[src/rtl/audio_sigma_delta_dac.sv]
// Stereo audio DAC front end: fixed-rate sample-and-hold with attenuation/mute,
// followed by one first-order sigma-delta modulator per channel.
module audio_sigma_delta_dac #(
    parameter int WIDTH      = 16,
    parameter int SAMPLE_DIV = 1024
) (
    input  logic                    clk,
    input  logic                    reset,
    input  logic signed [WIDTH-1:0] audio_l,
    input  logic signed [WIDTH-1:0] audio_r,
    input  logic                    mute,
    input  logic [3:0]              vol,
    output logic                    sample_tick,
    output logic                    dac_l,
    output logic                    dac_r
);

    localparam int CNT_W = (SAMPLE_DIV > 2) ? $clog2(SAMPLE_DIV) : 1;
    localparam logic [CNT_W-1:0] CNT_LAST = CNT_W'(SAMPLE_DIV - 1);
    localparam logic [WIDTH-1:0] MIDSCALE = {1'b1, {(WIDTH-1){1'b0}}};

    // Signed sample -> attenuated offset-binary level for the modulator.
    function automatic logic [WIDTH-1:0] conv(
        input logic signed [WIDTH-1:0] s,
        input logic [3:0]              sh,
        input logic                    m
    );
        logic signed [WIDTH-1:0] t;
        t = s >>> sh;
        if (m) return MIDSCALE;
        return {~t[WIDTH-1], t[WIDTH-2:0]};
    endfunction

    // The carry out of the accumulator is the output bit; the sum cannot overflow.
    function automatic logic [WIDTH:0] mod_step(
        input logic [WIDTH-1:0] acc,
        input logic [WIDTH-1:0] hold
    );
        return {1'b0, acc} + {1'b0, hold};
    endfunction

    logic [CNT_W-1:0] cnt_q,    cnt_d;
    logic             tick_q,   tick_d;
    logic [WIDTH-1:0] hold_l_q, hold_l_d;
    logic [WIDTH-1:0] hold_r_q, hold_r_d;
    logic [WIDTH-1:0] acc_l_q,  acc_l_d;
    logic [WIDTH-1:0] acc_r_q,  acc_r_d;
    logic             dac_l_q,  dac_l_d;
    logic             dac_r_q,  dac_r_d;
    logic             capture;
    logic [WIDTH:0]   sum_l;
    logic [WIDTH:0]   sum_r;

    // Divider and sample-and-hold
    always_comb begin
        capture  = (cnt_q == CNT_LAST);
        cnt_d    = capture ? '0 : cnt_q + CNT_W'(1);
        tick_d   = capture;
        hold_l_d = hold_l_q;
        hold_r_d = hold_r_q;
        if (capture) begin
            hold_l_d = conv(audio_l, vol, mute);
            hold_r_d = conv(audio_r, vol, mute);
        end
    end

    // Modulators run from the registered hold, so a capture shows up one edge later
    always_comb begin
        sum_l   = mod_step(acc_l_q, hold_l_q);
        sum_r   = mod_step(acc_r_q, hold_r_q);
        acc_l_d = sum_l[WIDTH-1:0];
        acc_r_d = sum_r[WIDTH-1:0];
        dac_l_d = sum_l[WIDTH];
        dac_r_d = sum_r[WIDTH];
    end

    always_ff @(posedge clk or posedge reset) begin
        if (reset) begin
            cnt_q    <= '0;
            tick_q   <= 1'b0;
            hold_l_q <= MIDSCALE;
            hold_r_q <= MIDSCALE;
            acc_l_q  <= '0;
            acc_r_q  <= '0;
            dac_l_q  <= 1'b0;
            dac_r_q  <= 1'b0;
        end else begin
            cnt_q    <= cnt_d;
            tick_q   <= tick_d;
            hold_l_q <= hold_l_d;
            hold_r_q <= hold_r_d;
            acc_l_q  <= acc_l_d;
            acc_r_q  <= acc_r_d;
            dac_l_q  <= dac_l_d;
            dac_r_q  <= dac_r_d;
        end
    end

    assign sample_tick = tick_q;
    assign dac_l       = dac_l_q;
    assign dac_r       = dac_r_q;

endmodule

[config.mk]
export PLATFORM = sky130hd
export DESIGN_NAME = audio_sigma_delta_dac
export DESIGN_NICKNAME = d
export VERILOG_FILES = /design/src/rtl/audio_sigma_delta_dac.sv
export SDC_FILE = /design/constraint.sdc
export NUM_CORES = 1
export LEC_CHECK = 0
export ABC_AREA = 1
export CORE_UTILIZATION = 54
export CTS_CLUSTER_DIAMETER = 60
export CTS_CLUSTER_SIZE = 12
export DETAILED_ROUTE_END_ITERATION = 6
export GPL_TIMING_DRIVEN = 0
export HOLD_SLACK_MARGIN = 0.1
export PLACE_DENSITY = 0.81
export SYNTH_ARGS = -nofsm -noshare
export SYNTH_HDL_FRONTEND = slang
export SYNTH_SLANG_ARGS = --single-unit
export TNS_END_PERCENT = 50
[constraint.sdc]
create_clock -name clk -period 2.35 [get_ports clk]
set_clock_uncertainty 0.05 [all_clocks]
set_input_delay 0.47 -clock clk [delete_from_list [all_inputs] [get_ports clk]]
set_output_delay 0.47 -clock clk [all_outputs]
set_load 0.02 [all_outputs]
-- Word level (Yosys, flattened, before mapping)
Index checks and enable logic that the tools add are counted.
- input port bits: 39
- bits in registers: 77
- logic and storage cells: 22
- output and inout port bits: 3
- bitwise operators: 2
- muxes and demuxes: 6
- add/subtract/negate cells: 3
- equal/unequal tests: 1
- shift operators: 2
- operators with widths (cell ; count):
    16-bit 2-to-1 mux ; 3
    16-bit by 16-bit adder with 17-bit output ; 2
    16-bit by 4-bit >>> shifter with 16-bit output ; 2
    10-bit by 1-bit adder with 10-bit output, second input constant ; 1
    10-bit == test, second input constant ; 1
    10-bit 2-to-1 mux ; 1
    1-bit 2-to-1 mux ; 2
    1-bit inverter ; 2

-- Longest topological paths before layout
Gate-level depths: netlist (run 1).
- depth after elaboration: 3
- depth in mapped cells: 11
- depth with buffers taken out: 10

-- Worst setup path before layout (run 1)
No wires, ideal clock.
- kind: register -> register
- start point: reg hold_r_q[0]
- end point: reg dac_r_q, in the netlist dac_r
- path slack: 0.647 ns
- library setup time: 0.117 ns
- data arrival time: 1.536 ns
- period minus slack after synthesis: 1.703 ns
- buffers on the path: 0
- cell stages (with the launch flop): 11
- data required time: 2.183 ns
- cells stage by stage: dfrtp_1 > ha_1 > fa_1 > nand3_1 > nand2_1 > nand2_1 > nand2_1 > nand2_1 > nand2_1 > nand2_1 > nand2_1
- longest elaborated chain between the ends: 1
- ends and longest elaborated chain (what ; line ; source):
    from (decl) ; 45 ; logic [WIDTH-1:0] hold_r_q, hold_r_d;
    from (signal assigned) ; 91 ; hold_r_q <= hold_r_d;
    16-bit by 16-bit adder with 17-bit output ; 39 ; return {1'b0, acc} + {1'b0, hold};
    named net sum_r[16] ; 52 ; logic [WIDTH:0] sum_r;
    to (signal assigned) ; 95 ; dac_r_q <= dac_r_d;
    to (decl) ; 49 ; logic dac_r_q, dac_r_d;
The timed path passes the listed nets, and every way through them passes these cells.
A chain may end at the register's enable or synchronous reset.

-- Worst setup path after layout (run 1)
- start point: reg hold_l_q[0]
- end point: reg dac_l_q, in the netlist dac_l
- longest elaborated chain between the ends: 1
- ends and longest elaborated chain (what ; line ; source):
    from (decl) ; 44 ; logic [WIDTH-1:0] hold_l_q, hold_l_d;
    from (signal assigned) ; 90 ; hold_l_q <= hold_l_d;
    16-bit by 16-bit adder with 17-bit output ; 39 ;
    named net sum_l[16] ; 51 ; logic [WIDTH:0] sum_l;
    to (signal assigned) ; 94 ; dac_l_q <= dac_l_d;
    to (decl) ; 48 ; logic dac_l_q, dac_l_d;
The timed path passes the listed nets, and every way through them passes these cells.

==> results of run 1 <==
cells by family (layout without fill, tap and decap cells):
kind of cell / Yosys count / after routing / share of synthesized area [%]
AO/OA/AOI/OAI: 46 / 46 / 4.23
XOR/XNOR: 17 / 17 / 2.62
adder cells (fa/ha/maj): 35 / 35 / 7.98
buffers and inverters: 101 / 156 / 7.28
flip-flops: 77 / 77 / 34.0
AND/OR/NAND/NOR: 587 / 587 / 43.9
power groups by stage:
stage                     combinational [W]  clock, W  sequential, W
final                              0.000546   0.00100        0.00137
after global routing               0.000618   0.00108        0.00137
after CTS                          0.000542   0.00103        0.00137
after detailed placement           0.000539         0        0.00140
after global placement             0.000534         0        0.00140
after floorplan                    0.000333         0        0.00141
metal layers:
metal  wire length (um)  vias up
met5                  0        -
met4                202        0
met3                842       20
met2               6530      167
met1               6300     2602
li1                   -     2904
cells in the final DEF, fill, tap and decap left out:
cell type | netlist | routed
o31ai_1 | 2 | 2
nand3_1 | 172 | 172
clkbuf_1 | 16 | 17
clkbuf_8 | 0 | 9
buf_1 | 2 | 2
nand4_4 | 1 | 1
or2_2 | 1 | 1
clkinv_2 | 0 | 2
a21o_1 | 2 | 2
clkinvlp_4 | 0 | 3
nor3_1 | 6 | 6
buf_2 | 9 | 9
xnor2_1 | 1 | 1
clkdlybuf4s50_1 | 0 | 38
dfstp_2 | 2 | 2
dfrtp_1 | 75 | 75
clkinv_4 | 0 | 1
nor2_4 | 1 | 1
buf_12 | 0 | 1
inv_2 | 1 | 1
ha_1 | 33 | 33
fa_1 | 2 | 2
nor3_4 | 1 | 1
xor2_1 | 16 | 16
nor2_1 | 33 | 33
o21ai_0 | 12 | 12
nand2_2 | 1 | 1
bufinv_16 | 0 | 1
buf_6 | 3 | 3
a21oi_1 | 30 | 30
inv_1 | 70 | 69
nand2_1 | 362 | 362
nor2_2 | 1 | 1
nand4_1 | 8 | 8
area by class of cell:
cell class / count / share of cell area (%)
Inverter: 71 / 4.20
Buffer: 30 / 2.27
Clock inverter: 6 / 0.991
Clock buffer: 10 / 1.98
Timing Repair Buffer: 39 / 6.22
Tap cell: 136 / 2.64
Multi-Input combinational cell: 685 / 51.7
Sequential cell: 77 / 30.0
flip-flops by register name, indices dropped and copies added, names as in the netlist:
name         count
acc_l_q         16
acc_r_q         16
sample_tick      1
hold_l_q        16
cnt_q           10
hold_r_q        16
dac_l            1
dac_r            1
worst register-to-register path: cells and delay by family (launching register included):
family,cells,cell delay [ns]
and+or+nand+nor,8,0.73
adders and majority gates,2,0.70
DFF,1,0.40
through the flow:
stage | instances | hold WS [ns] | util [%] | power [W]
after global placement | 1037 | 0.405 | 60.6 | 0.00193
after CTS | 1054 | 0.430 | 62.7 | 0.00294
after floorplan | 863 | 0.393 | - | 0.00175
after detailed placement | 1038 | 0.411 | 60.8 | 0.00194
after global routing | 1054 | 0.455 | 62.7 | 0.00307
final | 1054 | 0.424 | 62.7 | 0.00292
worst paths after layout:
kind	startpoint	to	slack (ns)	cells past startpoint
setup / recovery	hold_l_q[0]	dac_l	0.36	10
hold / removal	acc_r_q[0]	acc_r_q[0]	0.42	1
setup reg to reg	hold_l_q[0]	dac_l	0.36	10
hold reg to reg	acc_r_q[0]	acc_r_q[0]	0.42	1
max in group asynchronous	reset	hold_l_q[15]	1.01	3
min in group asynchronous	reset	cnt_q[7]	0.53	2
==> summary.md, run 1 <==
| Metric | Value |
|---|---|
| Outcome | complete, no violations |
| Filler cell count | 1,003 |
| Final WL | 13,900 um |
| Register area | 1930 um2 |
| Final Cell Area | 6440 um2 |
| IO Pins | 42 |
| DRT Pass-1 Iters | 5 |
| Ant diodes | 0 |
| Final Hold Viols | 0 |
| Most common cell in the netlist | nand2_1 |
| Final period utilization | 84.7% |
| Post-synth EDFFs | 0 |
| Worst Path Buf+Inv | 0 |
| Int Power | 0.00207 W |
| Gr ovfl total | 0 |
| WL/cell | 13.2 um |
| Post-place instance area | 6250 um2 |
| Antenna violation net count after detailed routing | 0 |
| # rows | 37 |
| Slew Limit Fails | 0 |
| Chip width | 105 um |
| Sequential area share after synthesis | 34.0% |
| Global-route wire length before repair | 24,900 um |
| Vias per cell | 5.40 |
| Synth Area per Inst | 6.58 um2 |
| Final setup viols | 0 |
| Syn-to-layout area delta | 13.5% |
| CTS Buf Count | 9 |
| Max stage delay cell, worst path | fa_1 |
| Final min period | 1.99 ns |
| Worst setup EP type | register |
| Vias in the first global route | 5,649 |
| TritonCTS clock tree | built |
| Multi-input gate area | 3330 um2 |
| Post-synthesis async set-or-reset flop share | 100% |
| Seq pwr share | 46.9% |
| Routed via count | 5,693 |
| Largest net degree at the start of global routing | 43 |
| Fmax achieved | 502 MHz |
| CP Max Fanout | 3 |
| Setup Total Neg Slack | 0 ns |
| Clock power share | 34.4% |
| Pwr dens | 453 nW/um2 |
| Clk_lat worst skew | 0.36 ns |
| Initial core utilization | 55.2% |
| Rel. slew slack | 48.2% |
| Final Net Count | 987 |
| Tightest Pin Transition | 0.776 ns |
| Cts hold-fix bufs | 0 |
| Tot GR Track Use | 28.0% |
| Mapped cell area | 5680 um2 |
| # H-tree levels | 3 |
| Post-synthesis cell count | 863 |
| Comb pwr share | 18.7% |
| Die area | 10,900 um2 |
| Met3 Use GR | 5.76% |
| Root Buffer | clkbuf_8 |
| Post-CTS Resized | 0 |
| Critical Path Most Common Cell | nand2_1 |
| Synth Register Bits | 77 |
| Setup Buffers After CTS | 0 |
| Net Switching | 0.000853 W |
| Static Leak | 3.11 nW |
| Port bufs | 38 |
| Met2 Use GR | 47.8% |
| Clk sinks | 77 |
| Peak per-stage delay on the critical path | 0.45 ns |
| Core area | 10,300 um2 |
| Yosys warns | 0 |
| Critical Path RT | 2.55 ns |
| First-iteration detailed-routing DRC count | 386 |
| Final GP Congestion | 0.949 |
| Clock-pin slew on the worst setup and hold paths | 0.08 ns |
| Synth top area cells | dfrtp_1 33%, nand2_1 24%, nand3_1 15% |
| Synth cell types | 27 |
| Area leader, netlist | dfrtp_1 |
| Crit-path leading delay family | simple AND/OR/NAND/NOR gates |
| Die height | 105 um |
| Clock Tree Buf Depth | 2 |
| Fin worst setup slack | 0.359 ns |
| Initial antenna violation count | 0 |
| Max-cap violations | 0 |
| Post-route DRC | 0 |
| Net Sw Frac | 29.2% |
| Worst min-delay path category | register to register |
| Ordered list of cells on the worst path | ha_1 -> fa_1 -> nand3_1 -> nand2_1 -> nand2_1 -> nand2_1 -> nand2_1 -> nand2_1 -> nand2_1 -> nand2_1 |
| Syn Nets | 937 |
| RSZ-0062 raised after global routing | no |
| Met1 track demand over resource | 36.0% |
| Worst Setup Path Type | register to register |
| Global routing's busiest layer | met2 |
| Detailed placement HPWL | 11,000 um |
| Most frequent cells after synthesis | 362 x nand2_1, 172 x nand3_1, 75 x dfrtp_1 |
| Share of the synthesized area in the top cell type | 33.1% |
| Pre-CTS setup slack | 0.191 ns |
| Peak supply drop | 0.000376 V |
| Share of cells above drive strength 1 | 4.14% |
| Worst EP arrival | 2.19 ns |
| Nature of the critical path startpoint | register |
| Main synth FF type | dfrtp_1 |
(Power assumes the default switching activity.)
==> run 2, diff against run 1 <==
==> constraint.sdc (replaced) <==
create_clock -name clk -period 1.6 [get_ports clk]
set_clock_uncertainty 0.05 [all_clocks]
set_input_delay 0.32 -clock clk [delete_from_list [all_inputs] [get_ports clk]]
set_output_delay 0.32 -clock clk [all_outputs]
set_load 0.02 [all_outputs]
==> summary.md, run 2 (synthesis gave the netlist of run 1 again) <==
| Metric | Value |
|---|---|
| Failing checks | setup timing |
| Slew Limit Fails | 0 (unchanged) |
| Final WL | 16,600 um (+20%) |
| Chip width | 105 um (unchanged) |
| Final setup viols | 19 (+19) |
| Routed via count | 6,111 (+7.3%) |
| Final period utilization | 108% (+23 points) |
| Outcome | finished, violations left |
| Die height | 105 um (unchanged) |
| Port bufs | 38 (unchanged) |
| # rows | 37 (unchanged) |
| # H-tree levels | 3 (unchanged) |
| Most frequent cells in the layout | 316 x nand2_1, 156 x nand3_1, 72 x dfrtp_1, 67 x inv_1, 36 x nand2_2 |
| Tightest Pin Transition | 0.803 ns (+0.0267 ns) |
| IO Pins | 42 (unchanged) |
| Syn-to-layout area delta | 31.1% |
| Largest net degree at the start of global routing | 43 (unchanged) |
| Worst Setup Path Type | register to register |
| Ant diodes | 0 (unchanged) |
| Vias in the first global route | 5,791 (+2.5%) |
| DRT Pass-1 Iters | 5 (unchanged) |
| Peak supply drop | 0.000532 V (+41%) |
| Final min period | 1.73 ns (-0.259 ns) |
| Root Buffer | clkbuf_8 |
| Detailed placement HPWL | 11,000 um (unchanged) |
| Clock-pin slew on the worst setup and hold paths | 0.09 ns (about the same) |
| Final GP Congestion | 0.949 (unchanged) |
| Vias per cell | 5.64 (+4.5%) |
| Antenna violation net count after detailed routing | 0 (unchanged) |
| Rel. slew slack | 46.4% (-1.8 points) |
| RSZ-0062 raised after global routing | yes |
| Initial core utilization | 55.2% (unchanged) |
| Clk sinks | 77 (unchanged) |
| Core area | 10,300 um2 (unchanged) |
| Fin worst setup slack | -0.131 ns (-0.491 ns) |
| Post-route DRC | 0 (unchanged) |
| Final Net Count | 1,016 (+2.9%) |
| Register area | 1930 um2 (+0.19%) |
| Die area | 10,900 um2 (unchanged) |
| Nature of the critical path startpoint | register |
| Worst setup EP type | register |
| WL/cell | 15.3 um (+16%) |
| TritonCTS clock tree | built |
| Filler cell count | 821 (-18%) |
| Clk_lat worst skew | 0.37 ns (about the same) |
| First-iteration detailed-routing DRC count | 417 (+8.0%) |
| Multi-input gate area | 4010 um2 (+20%) |
| Tot GR Track Use | 29.6% (+1.7 points) |
| Worst min-delay path category | input pin to async pin |
| Worst EP arrival | 1.94 ns (-0.25 ns) |
| Critical Path RT | 1.81 ns (-0.74 ns) |
| Final Hold Viols | 0 (unchanged) |
| Clock Tree Buf Depth | 2 (unchanged) |
| Static Leak | 3.45 nW (+11%) |
| CTS Buf Count | 9 (unchanged) |
| Pwr dens | 581 nW/um2 (+28%) |
| Fmax achieved | 578 MHz (+15%) |
| Most common cell after layout, fill and taps aside | nand2_1 |
| CP Max Fanout | 3 (unchanged) |
| WHS | 0.388 ns (-0.0357 ns) |
| Gr ovfl total | 0 (unchanged) |
| Overall power | 0.00432 W (+48%) |
| Final core utilization | 72.4% (+9.7 points) |
| Initial antenna violation count | 0 (unchanged) |
| Global-route wire length before repair | 26,200 um (+5.2%) |
| Share of cells above drive strength 1 | 20.2% (+16 points) |
| Max-cap violations | 0 (unchanged) |
run 2: path summary, 6_finish.rpt:
| kind | to | cells past startpoint | from | slack (ns) |
|---|---|---|---|---|
| worst min-delay path | cnt_q[7] | 2 | reset | 0.39 |
| max in group asynchronous | hold_l_q[15] | 3 | reset | 0.40 |
| worst max-delay path | dac_l | 10 | hold_l_q[0] | -0.13 |
| worst max register to register | dac_l | 10 | hold_l_q[0] | -0.13 |
| worst min register to register | hold_l_q[5] | 2 | hold_l_q[5] | 0.46 |
| min in group clk | hold_r_q[4] | 5 | vol[3] | 0.44 |
run 2: critical path, cell delays in order, from the launching register on:
cell	delay, ns
dfrtp_1	0.42
ha_4	0.18
fa_2	0.35
nand3_2	0.10
nand2_2	0.10
nand2_2	0.10
nand2_4	0.07
nand2_2	0.08
nand2_2	0.06
nand2_1	0.06
nand2_1	0.06
run 2: area by class of cell:
| cell class | instances | share of cell area [%] |
|---|---|---|
| Multi-Input combinational cell | 685 | 53.9 |
| Clock buffer | 10 | 1.72 |
| Timing Repair Buffer | 69 | 9.30 |
| Buffer | 29 | 2.34 |
| Sequential cell | 77 | 26.0 |
| Inverter | 71 | 3.63 |
| Clock inverter | 6 | 0.858 |
| Tap cell | 136 | 2.29 |
run 2: what timing repair did:
action                                  CTS  global route
resized for setup                        61           118
hold buffers                              0             0
endpoints found under the setup margin   58            57
pin swaps                                25            54
buffers inserted                         15            12
endpoints found under the hold margin     0             0
cloned                                    3             0
run 2: metrics by stage:
step | setup slack (ns) | setup TNS, ns | cells | instance area [um2]
3_3_place_gp | -0.531 | -54.10 | 1037 | 6230
5_1_grt | -0.184 | -3.59 | 1083 | 7440
2_1_floorplan | -0.103 | -0.668 | 863 | 5680
6_report | -0.131 | -0.945 | 1083 | 7440
4_1_cts | -0.0999 | -0.639 | 1071 | 6870
3_5_place_dp | -0.409 | -14.59 | 1038 | 6250
run 2: per-layer routing:
layer | track usage (%) | routed length (um)
met4 | 6.73 | 273
met3 | 5.39 | 905
met1 | 38.1 | 6990
met2 | 51.5 | 8430
met5 | 0 | 0
run 2: power by group:
part | switching [W] | total [W] | internal [W]
Combinational | 0.000516 | 0.000823 | 0.000307
Clock | 0.000771 | 0.00149 | 0.000718
Sequential | 0.0000129 | 0.00201 | 0.00200
Total | 0.00130 | 0.00432 | 0.00302
==> run 3, diff against run 2 <==
--- a/config.mk
+++ b/config.mk
@@ -5,14 +5,14 @@
 export SDC_FILE = /design/constraint.sdc
 export NUM_CORES = 1
 export LEC_CHECK = 0
-export ABC_AREA = 1
+export ABC_AREA = 0
 export CORE_UTILIZATION = 54
 export CTS_CLUSTER_DIAMETER = 60
 export CTS_CLUSTER_SIZE = 12
 export DETAILED_ROUTE_END_ITERATION = 6
 export GPL_TIMING_DRIVEN = 0
 export HOLD_SLACK_MARGIN = 0.1
-export PLACE_DENSITY = 0.81
+export PLACE_DENSITY = 0.82
 export SYNTH_ARGS = -nofsm -noshare
 export SYNTH_HDL_FRONTEND = slang
 export SYNTH_SLANG_ARGS = --single-unit
==> summary.md, run 3 <==
| Metric | Value |
|---|---|
| Cts hold-fix bufs | 0 (unchanged) |
| Final WL | 18,900 um (+14%) |
| Share of cells above drive strength 1 | 35.1% (+15 points) |
| Post-synthesis async set-or-reset flop share | 100% (unchanged) |
| Met3 Wirelength | 1820 um (+100%) |
| Synth top area cells | dfrtp_1 35%, ha_1 7.8%, mux2i_1 6.2% |
| Vias per cell | 7.00 (+24%) |
| Most common cell after layout, fill and taps aside | dfrtp_1 |
| Pre-CTS setup slack | -0.879 ns (-0.469 ns) |
| Area leader, netlist | dfrtp_1 |
| Largest net degree at the start of global routing | 44 (+2.3%) |
| # H-tree levels | 3 (unchanged) |
| Final Hold Viols | 0 (unchanged) |
| FF-to-FF setup slack | -0.50 ns (-0.36 ns) |
| Fmax achieved | 477 MHz (-17%) |
| Post-place instance area | 5850 um2 (-6.3%) |
| DRT met1 WL | 6880 um (-1.6%) |
| Tot GR Track Use | 31.5% (+1.9 points) |
| Top Layer Used | met4 |
| Vias in the first global route | 4,893 (-16%) |
| Peak supply drop | 0.00109 V (+100%) |
| Synth Area per Inst | 9.72 um2 (+48%) |
| Global-route wire length before repair | 24,600 um (-5.9%) |
| Clock Tree Buf Depth | 2 (unchanged) |
| Clock-pin slew on the worst setup and hold paths | 0.09 ns (about the same) |
| Routed via count | 5,543 (-9.3%) |
| Met2 routed WL | 8820 um (+4.7%) |
| Static Leak | 3.10 nW (-10%) |
| Nature of the critical path startpoint | register |
| Most frequent cells after synthesis | 75 x dfrtp_1, 60 x nand2_1, 38 x o21ai_0 |
| Final period utilization | 131% (+23 points) |
| Antenna violation net count after detailed routing | 0 (unchanged) |
| Worst min-delay path category | input pin to async pin |
| Clk_lat worst skew | 0.37 ns (about the same) |
| First-iteration detailed-routing DRC count | 527 (+26%) |
| Pwr dens | 1490 nW/um2 (+160%) |
| Post-synthesis cell count | 547 (-37%) |
| Sequential area share after synthesis | 36.3% (+2.3 points) |
| Final core utilization | 79.7% (+7.3 points) |
| Final GP Congestion | 0.949 (about the same) |
| IO Pins | 42 (unchanged) |
| Final min period | 2.10 ns (+0.365 ns) |
| Synth Register Bits | 77 (unchanged) |
| Final Cell Area | 7460 um2 (+0.35%) |
| Final setup viols | 59 (+40) |
| Gr ovfl total | 0 (unchanged) |
| Yosys warns | 0 (unchanged) |
| Setup Total Neg Slack | -13.07 ns (-12.13 ns) |
| Die area | 10,200 um2 (-6.2%) |
| Main synth FF type | dfrtp_1 |
| Syn-to-layout area delta | 40.4% |
| Most common cell in the netlist | dfrtp_1 |
| Ant diodes | 0 (unchanged) |
| Port bufs | 35 (-7.9%) |
| Worst setup EP type | register |
| Max-cap violations | 0 (unchanged) |
| Worst EP arrival | 2.29 ns (+0.35 ns) |
| Final Net Count | 732 (-28%) |
| Filler cell count | 494 (-40%) |
| RSZ-0062 raised after global routing | yes |
| Critical Path RT | 1.80 ns (about the same) |
| DRT Pass-1 Iters | 7 (+2) |
| Fin worst setup slack | -0.496 ns (-0.365 ns) |
| Detailed placement HPWL | 9590 um (-13%) |
| Outcome | finished, violations left |
| Post-route DRC | 0 (unchanged) |
| Post-synth EDFFs | 0 (unchanged) |
| Die height | 101 um (-3.1%) |
| Root Buffer | clkbuf_8 |
| Most frequent cells in the layout | 73 x dfrtp_1, 56 x buf_4, 47 x nand2_1, 32 x mux2i_1, 32 x nor2_1 |
| Slew Limit Fails | 0 (unchanged) |
| Mapped cell area | 5320 um2 (-6.3%) |
| Worst Setup Path Type | register to register |
| CTS Buf Count | 9 (unchanged) |
| Syn Nets | 621 (-34%) |
| Initial core utilization | 56.7% (+1.5 points) |
| Rel. slew slack | 47.3% (+0.93 points) |
| WHS | 0.379 ns (-0.00971 ns) |
| Share of the synthesized area in the top cell type | 35.3% (+2.2 points) |
| CP Max Fanout | 3 (unchanged) |
| Tightest Pin Transition | 0.789 ns (-0.0139 ns) |
| Failing checks | setup timing |
| # rows | 35 (-5.4%) |
| Core area | 9370 um2 (-8.8%) |
| TritonCTS clock tree | built |
| Chip width | 101 um (-3.1%) |
| Clk sinks | 77 (unchanged) |
| Initial antenna violation count | 0 (unchanged) |
| Synth cell types | 56 (+110%) |
| WL/cell | 23.8 um (+55%) |
[run 3: cells by family (layout without fill, tap and decap cells)]
group | Yosys count | in the layout | share of synthesized area (%)
AOI/OAI and AO/OA | 170 | 170 | 21.4
and+or+nand+nor | 137 | 137 | 11.2
DFF | 77 | 77 | 36.3
muxes | 55 | 55 | 13.8
buffers and inverters | 42 | 158 | 3.67
adders and majority gates | 35 | 35 | 8.52
xor gates and xnor gates | 31 | 31 | 5.11
[run 3: metrics by stage]
step                      total power, W  std cells
after global placement           0.00651        711
after global routing              0.0116        792
final                             0.0111        792
after detailed placement         0.00672        712
after CTS                        0.00935        764
after floorplan                  0.00582        547
[run 3: final cells by class]
type / instances / area [um2] / share of cell area [%]
clock inverter: 5 / 58.8 / 0.788
tap: 129 / 161 / 2.16
clock buffer: 11 / 151 / 2.03
buffer: 26 / 224 / 3.00
timing repair buffer: 102 / 926 / 12.4
sequential: 77 / 1930 / 25.9
multi-input combinational: 428 / 3940 / 52.8
inverter: 14 / 72.6 / 0.972
[run 3: worst paths after layout]
path,startpoint,end,depth (start not counted)
setup / recovery,hold_r_q[0],acc_r_q[14],7
hold / removal,reset,acc_r_q[7],2
setup reg to reg,hold_r_q[0],acc_r_q[14],7
hold reg to reg,acc_r_q[0],acc_r_q[0],1
max in group asynchronous,reset,hold_l_q[15],3
min in group clk,audio_r[15],hold_r_q[15],2
[run 3: routing by layer]
layer  global-route usage, %  up-vias
met2                    53.0      478
met3                    4.90      141
met1                    40.5     2669
li1                        -     2255
met5                       0        -
met4                    14.0        0
[run 3: critical path: stages (launching register included)]
cell and delay, ns:
dfrtp_1 0.39, ha_2 0.21, fa_2 0.41, a211oi_2 0.22
o211ai_1 0.19, a311oi_1 0.26, o21bai_1 0.10, xor2_1 0.15
[run 3: report_power, final]
part | internal (W) | switching (W) | total (W)
Combinational | 0.00327 | 0.00342 | 0.00669
Clock | 0.000807 | 0.000811 | 0.00162
Sequential | 0.00246 | 0.000367 | 0.00283
[run 3: timing repair]
action	4_1_cts	5_1_grt
resized for setup	129	81
pin swaps	56	29
buffers inserted	35	28
setup endpoints to repair	67	62
cloned	3	0
